`src/rtl/gpr_wr_arbiter.sv`:
```
// ---------------------------------------------------------------------------
// gpr_wr_arbiter
//
// Shares the single GPR write port (we / ws / wData) between NREQ writeback
// requesters. Each requester uses a valid/ready handshake; the grant is
// round-robin, and a requester may keep the port for several consecutive
// beats by holding req_lock high. All GPR-side outputs are registered, so a
// beat accepted in cycle N appears on gpr_* in cycle N+1.
//
// Parameters
//   NREQ  number of requesters (2..8)
//   DW    write data width
//   AW    register address width
//
// Ports
//   clk        clock, all state updates on the rising edge
//   rst        synchronous active-high reset
//   req_valid  per-requester write pending
//   req_lock   per-requester "keep the port after this beat"
//   req_addr   destination registers, requester i in [i*AW +: AW]
//   req_data   write data, requester i in [i*DW +: DW]
//   req_ready  one-hot grant (combinational); beat accepted on valid & ready
//   hold       pipeline stall, suppresses all grants
//   gpr_we     registered write enable (0 for register 0)
//   gpr_ws     registered write select
//   gpr_wData  registered write data
//   stall_cnt  (GPR_WR_ARB_STATS_EN only) 16-bit saturating count per
//              requester of cycles spent valid but not ready
//   lock_owner one-hot owner while the port is locked, else 0
//
// Optional build macro: GPR_WR_ARB_STATS_EN adds stall_cnt and its counters.
// ---------------------------------------------------------------------------
module gpr_wr_arbiter #(
    parameter int NREQ = 2,
    parameter int DW   = 32,
    parameter int AW   = 5
) (
    input  logic                 clk,
    input  logic                 rst,
    input  logic [NREQ-1:0]      req_valid,
    input  logic [NREQ-1:0]      req_lock,
    input  logic [NREQ*AW-1:0]   req_addr,
    input  logic [NREQ*DW-1:0]   req_data,
    output logic [NREQ-1:0]      req_ready,
    input  logic                 hold,
    output logic                 gpr_we,
    output logic [AW-1:0]        gpr_ws,
    output logic [DW-1:0]        gpr_wData,
`ifdef GPR_WR_ARB_STATS_EN
    output logic [NREQ*16-1:0]   stall_cnt,
`endif
    output logic [NREQ-1:0]      lock_owner
);

    localparam int PW = (NREQ > 1) ? $clog2(NREQ) : 1;

    typedef enum logic {
        ST_ARB    = 1'b0,
        ST_LOCKED = 1'b1
    } state_t;

    // ------------------------------------------------------------------
    // State
    // ------------------------------------------------------------------
    state_t             r_state;
    logic [PW-1:0]      r_rr_ptr;
    logic [PW-1:0]      r_owner_idx;
    logic [NREQ-1:0]    r_lock_owner;
    logic               r_gpr_we;
    logic [AW-1:0]      r_gpr_ws;
    logic [DW-1:0]      r_gpr_wdata;

    // ------------------------------------------------------------------
    // Grant selection
    // ------------------------------------------------------------------
    logic               w_found;
    logic [PW-1:0]      w_arb_idx;
    logic [PW-1:0]      w_grant_idx;
    logic               w_grant_ok;
    logic [NREQ-1:0]    w_grant_onehot;
    logic [AW-1:0]      w_acc_addr;
    logic [DW-1:0]      w_acc_data;
    logic               w_acc_lock;
    logic [PW-1:0]      w_next_ptr;

    // Round-robin scan starting at r_rr_ptr; the first valid requester wins.
    always_comb begin
        w_found   = 1'b0;
        w_arb_idx = '0;
        for (int k = 0; k < NREQ; k++) begin
            if (!w_found && req_valid[(int'(r_rr_ptr) + k) % NREQ]) begin
                w_found   = 1'b1;
                w_arb_idx = PW'((int'(r_rr_ptr) + k) % NREQ);
            end
        end
    end

    // While locked only the owner is eligible, regardless of rr_ptr.
    // The grant depends only on inputs and internal state, never on gpr_*.
    always_comb begin
        w_grant_idx = (r_state == ST_LOCKED) ? r_owner_idx : w_arb_idx;
        if (rst || hold) begin
            w_grant_ok = 1'b0;
        end else if (r_state == ST_LOCKED) begin
            w_grant_ok = req_valid[r_owner_idx];
        end else begin
            w_grant_ok = w_found;
        end
        w_grant_onehot = NREQ'(1) << w_grant_idx;
        req_ready      = w_grant_ok ? w_grant_onehot : '0;
    end

    // The granted requester is valid by construction, so a grant is an
    // accepted beat.
    assign w_acc_addr = req_addr[int'(w_grant_idx) * AW +: AW];
    assign w_acc_data = req_data[int'(w_grant_idx) * DW +: DW];
    assign w_acc_lock = req_lock[w_grant_idx];
    assign w_next_ptr = (int'(w_grant_idx) == NREQ - 1) ? '0 : w_grant_idx + PW'(1);

    // ------------------------------------------------------------------
    // Arbitration FSM and registered GPR write port
    // ------------------------------------------------------------------
    always_ff @(posedge clk) begin
        if (rst) begin
            r_state      <= ST_ARB;
            r_rr_ptr     <= '0;
            r_owner_idx  <= '0;
            r_lock_owner <= '0;
            r_gpr_we     <= 1'b0;
            r_gpr_ws     <= '0;
            r_gpr_wdata  <= '0;
        end else begin
            // Register 0 is hardwired: the beat is consumed but never written.
            r_gpr_we <= w_grant_ok && (w_acc_addr != '0);
            if (w_grant_ok) begin
                r_gpr_ws    <= w_acc_addr;
                r_gpr_wdata <= w_acc_data;
                r_rr_ptr    <= w_next_ptr;
                case (r_state)
                    ST_ARB: begin
                        if (w_acc_lock) begin
                            r_state      <= ST_LOCKED;
                            r_owner_idx  <= w_grant_idx;
                            r_lock_owner <= w_grant_onehot;
                        end
                    end
                    ST_LOCKED: begin
                        // Only a beat with lock low releases the port; the
                        // owner idling with valid low keeps it locked.
                        if (!w_acc_lock) begin
                            r_state      <= ST_ARB;
                            r_lock_owner <= '0;
                        end
                    end
                    default: begin
                        r_state      <= ST_ARB;
                        r_lock_owner <= '0;
                    end
                endcase
            end
        end
    end

    assign gpr_we     = r_gpr_we;
    assign gpr_ws     = r_gpr_ws;
    assign gpr_wData  = r_gpr_wdata;
    assign lock_owner = r_lock_owner;

`ifdef GPR_WR_ARB_STATS_EN
    // ------------------------------------------------------------------
    // Per-requester stall counters (valid but not granted), saturating.
    // ------------------------------------------------------------------
    genvar gi;
    generate
        for (gi = 0; gi < NREQ; gi++) begin : g_stats
            logic [15:0] r_stall_cnt;
            always_ff @(posedge clk) begin
                if (rst) begin
                    r_stall_cnt <= '0;
                end else if (req_valid[gi] && !req_ready[gi] && (r_stall_cnt != 16'hFFFF)) begin
                    r_stall_cnt <= r_stall_cnt + 16'd1;
                end
            end
            assign stall_cnt[gi*16 +: 16] = r_stall_cnt;
        end
    endgenerate
`endif

endmodule
```
`config.mk`:
```
export PLATFORM = sky130hd
export DESIGN_NAME = gpr_wr_arbiter
export DESIGN_NICKNAME = d
export VERILOG_FILES = /design/src/rtl/gpr_wr_arbiter.sv
export SDC_FILE = /design/constraint.sdc
export NUM_CORES = 1
export LEC_CHECK = 0
export ABC_AREA = 0
export CORE_ASPECT_RATIO = 1.25
export CORE_MARGIN = 2
export CORE_UTILIZATION = 45
export CTS_CLUSTER_SIZE = 8
export DETAILED_ROUTE_END_ITERATION = 10
export DONT_BUFFER_PORTS = 1
export GPL_TIMING_DRIVEN = 0
export PLACE_DENSITY = 0.61
export SLEW_MARGIN = 20
export SYNTH_ARGS = -nofsm -noshare
export SYNTH_HDL_FRONTEND = slang
export SYNTH_SLANG_ARGS = --single-unit
```
`constraint.sdc`:
```
create_clock -name clk -period 1.55 [get_ports clk]
set_input_delay 0 -clock clk [delete_from_list [all_inputs] [get_ports clk]]
set_output_delay 0 -clock clk [all_outputs]
set_load 0.005 [all_outputs]
```
==> impl_results.md <==
- Fin crit period: 1.49 ns
- IO Pins: 123
- Max stage delay on crit path: 0.41 ns
- Routability cong.: 0.802
- Critical path class: flop to flop
- Reg clk slew, reported paths: 0.08 ns
- Cts bufs inserted: 5
- IO buf count: 0
- DR vias: 1970
- Primary FF master, synth: dfxtp_1
- Placed insts: 271
- NumNets Final: 369
- Antenna Nets Post-Route: 0
- ANT cells: 0
- Vias in the first global route: 2023
- PD cells: 895 nW/um2
- Final Max Slew Viols: 0
- CP max-delay cell: dfxtp_2
- Starting Density: 46.3%
- Most frequent CP cell: buf_4
- R2r startpoint: r_owner_idx$_SDFFE_PP0P_
- Hold WS: -0.00228 ns
- Reg2Reg Setup Slack: 0.06 ns
- Post-Layout Cell Count: 348
- Required time of the worst setup path: 1.76 ns
- CTS tree: done
- Startpoint Class: flop
- Slew margin rel.: 54.1%
- Ys async rst share: 0%
- HP Class: input pin to flop
- CTS sink count: 43
- Root Buffer Master: clkbuf_8
- Max-cap viol count: 0
- Critical Path AT: 1.70 ns
- Cell taking the most area after synthesis: dfxtp_1
- Final setup fails: 0
- Longest Clk Path Bufs: 2
- R2R Path End: gpr_wData[27]$_SDFFE_PP0P_
- Yosys warns: 0
- DR pass1 iterations: 4
- Flops & latches, synth: 43
- Main area contributors after synthesis: dfxtp_1 39%, mux2i_1 18%, a211oi_2 15%, nor2_1 7.2%, a211oi_1 4.5%
- Fraction of layout cells with a size suffix above 1: 24.0%
- Largest net degree at the start of global routing: 13
- Skew-Pair Late Insertion Delay: 0.29 ns
- Top-count cell post-synth: dfxtp_1
- Drt total wl: 6610 um
- Seq/Total Area, Yosys: 39.3%
- Die ar.: 5450 um2
- Final instance area: 3190 um2
- Avg WL per Cell: 19.0 um
- Worst IR drop on VDD: 0.000506 V
- Hold Crit Endpoint: gpr_wData[28]$_SDFFE_PP0P_
- Worst clock skew: 0.00757 ns
- Fin crit share: 96.0%
- Top delay family on crit path: flip-flops
- Aggregate global routing overflow: 0
- Distinct cell type count after synthesis: 32
- Placement Cell Area: 2270 um2
- Status: finished with violations
- Leak: 1.27 nW
- Initial antenna violation count: 0
- Crit-path cells: mux2i_4 > a21oi_4 > buf_4 > buf_4 > a211oi_2
- Crit path max fanout: 10
- Post-synth EDFFs: 0
- Failing checks: negative hold slack
- Die width: 66.4 um
- Initial drt markers: 86
- Synth Cell Area: 2190 um2
- First-pass GRT wire length: 9760 um
- Max Clock Freq: 0.672 GHz
- Hold path startpoint: req_data[28]
- DP HPWL: 4170 um
- FF-to-FF path depth: 5
- DRC: 0
- Buf/Inv on CP: 2
- Core region area: 4730 um2
- Cells after Synth: 211
- RSZ-0062 raised after global routing: true
- Worst-Margin Slew: 0.689 ns
- Htree depth: 2
- Num rows: 28
- Fin. Hold Viols: 2
- List of most frequent post-synthesis cells: 43 x dfxtp_1, 42 x nor2_1, 39 x mux2i_1
- Via density: 5.66
- Syn nets: 292
- Total GRT Usage: 23.4%
- Worst Setup End Kind: flop
- Mean post-synth cell area: 10.4 um2
- Synth top area share: 39.3%
- Die span in y: 82.0 um
- Area delta synth->final: 45.3%
- Cells on Worst Hold Path: 2
==> worst reg2reg max path, delay by kind of cell (launching register included) <==
family / cells / cell delay [ns]
buf+inv: 2 / 0.39
compound gates: 2 / 0.31
mux: 1 / 0.30
flops: 1 / 0.41
==> where the power goes <==
group / switching [mW] / internal, mW / leakage [nW]
Clock: 0.379 / 0.473 / 0.0513
Combinational: 0.337 / 0.382 / 0.861
Sequential: 0.0773 / 1.20 / 0.356
==> registers in the layout, indices dropped and copies added, names as in the netlist <==
name         count
gpr_wData       32
gpr_we           1
gpr_ws           5
lock_owner       2
r_owner_idx      1
r_rr_ptr         1
r_state          1
==> logic make-up after synthesis <==
family          Yosys count  synth area share (%)
mux                      40                  18.3
simple gates             56                  11.0
compound gates           52                  24.7
buf+inv                  20                  6.79
flops                    43                  39.3
==> area by class of cell <==
type	count	area, um2
plain buffers	19	169
clock buffers	6	72.6
well taps	60	75.1
flip-flops and latches	43	862
repair buffers	70	698
clock inverters	1	30.0
fillers	381	1540
inverters	1	3.75
multi-input cells	148	1270
==> worst max-delay path by stage <==
stage | startpoint | depth (start not counted) | to
5_1_grt | r_owner_idx$_SDFFE_PP0P_ | 5 | gpr_wData[9]$_SDFFE_PP0P_
4_1_cts | r_rr_ptr$_SDFFE_PP0P_ | 5 | req_ready[0]
3_5_place_dp | r_owner_idx$_SDFFE_PP0P_ | 5 | gpr_wData[29]$_SDFFE_PP0P_
6_report | r_owner_idx$_SDFFE_PP0P_ | 5 | gpr_wData[27]$_SDFFE_PP0P_
2_1_floorplan | r_rr_ptr$_SDFFE_PP0P_ | 6 | gpr_wData[26]$_SDFFE_PP0P_
3_3_place_gp | r_owner_idx$_SDFFE_PP0P_ | 5 | gpr_wData[23]$_SDFFE_PP0P_
==> stage by stage <==
stage / power [mW] / worst slack, ns / utilization, % / TNS [ns]
after floorplan: 1.71 / 0.157 / - / 0
after global placement: 1.78 / 0.00154 / 47.9 / 0
after detailed placement: 1.81 / -0.0691 / 47.9 / -1.25
after CTS: 2.79 / 0.000641 / 63.5 / 0
after global routing: 2.97 / -0.0371 / 67.4 / -0.0371
final: 2.85 / 0.0617 / 67.4 / 0
==> repair_timing <==
item                                    4_1_cts  5_1_grt
endpoints found under the setup margin       22       41
setup buffers                                 1        0
resized for setup                             5       24
endpoints found under the hold margin        36        6
hold buffers                                 61        8
==> layer usage <==
layer	wire length [um]	GRT usage, %
met5	0	0
met4	138	7.96
met3	448	5.62
met2	3450	41.4
met1	2570	27.5
==> layout by cell type, fill, tap and decap left out, drive strengths merged <==
cell,synthesis,routed
dlygate4sd3,0,69
dfxtp,43,43
nor2,42,42
mux2i,39,39
a211oi,39,39
buf,14,14
clkbuf,5,12
a21oi,4,4
nand2,3,3
nor2b,2,2
nor3,2,2
or4,2,2
a2111oi,2,2
nor3b,2,2
o21bai,1,1
a21o,1,1
nand2b,1,1
a22oi,1,1
o211ai,1,1
inv,1,1
o31ai,1,1
nand4,1,1
and3,1,1
mux2,1,1
o31a,1,1
a311oi,1,1
bufinv,0,1
Power figures use the tool's default switching activity.
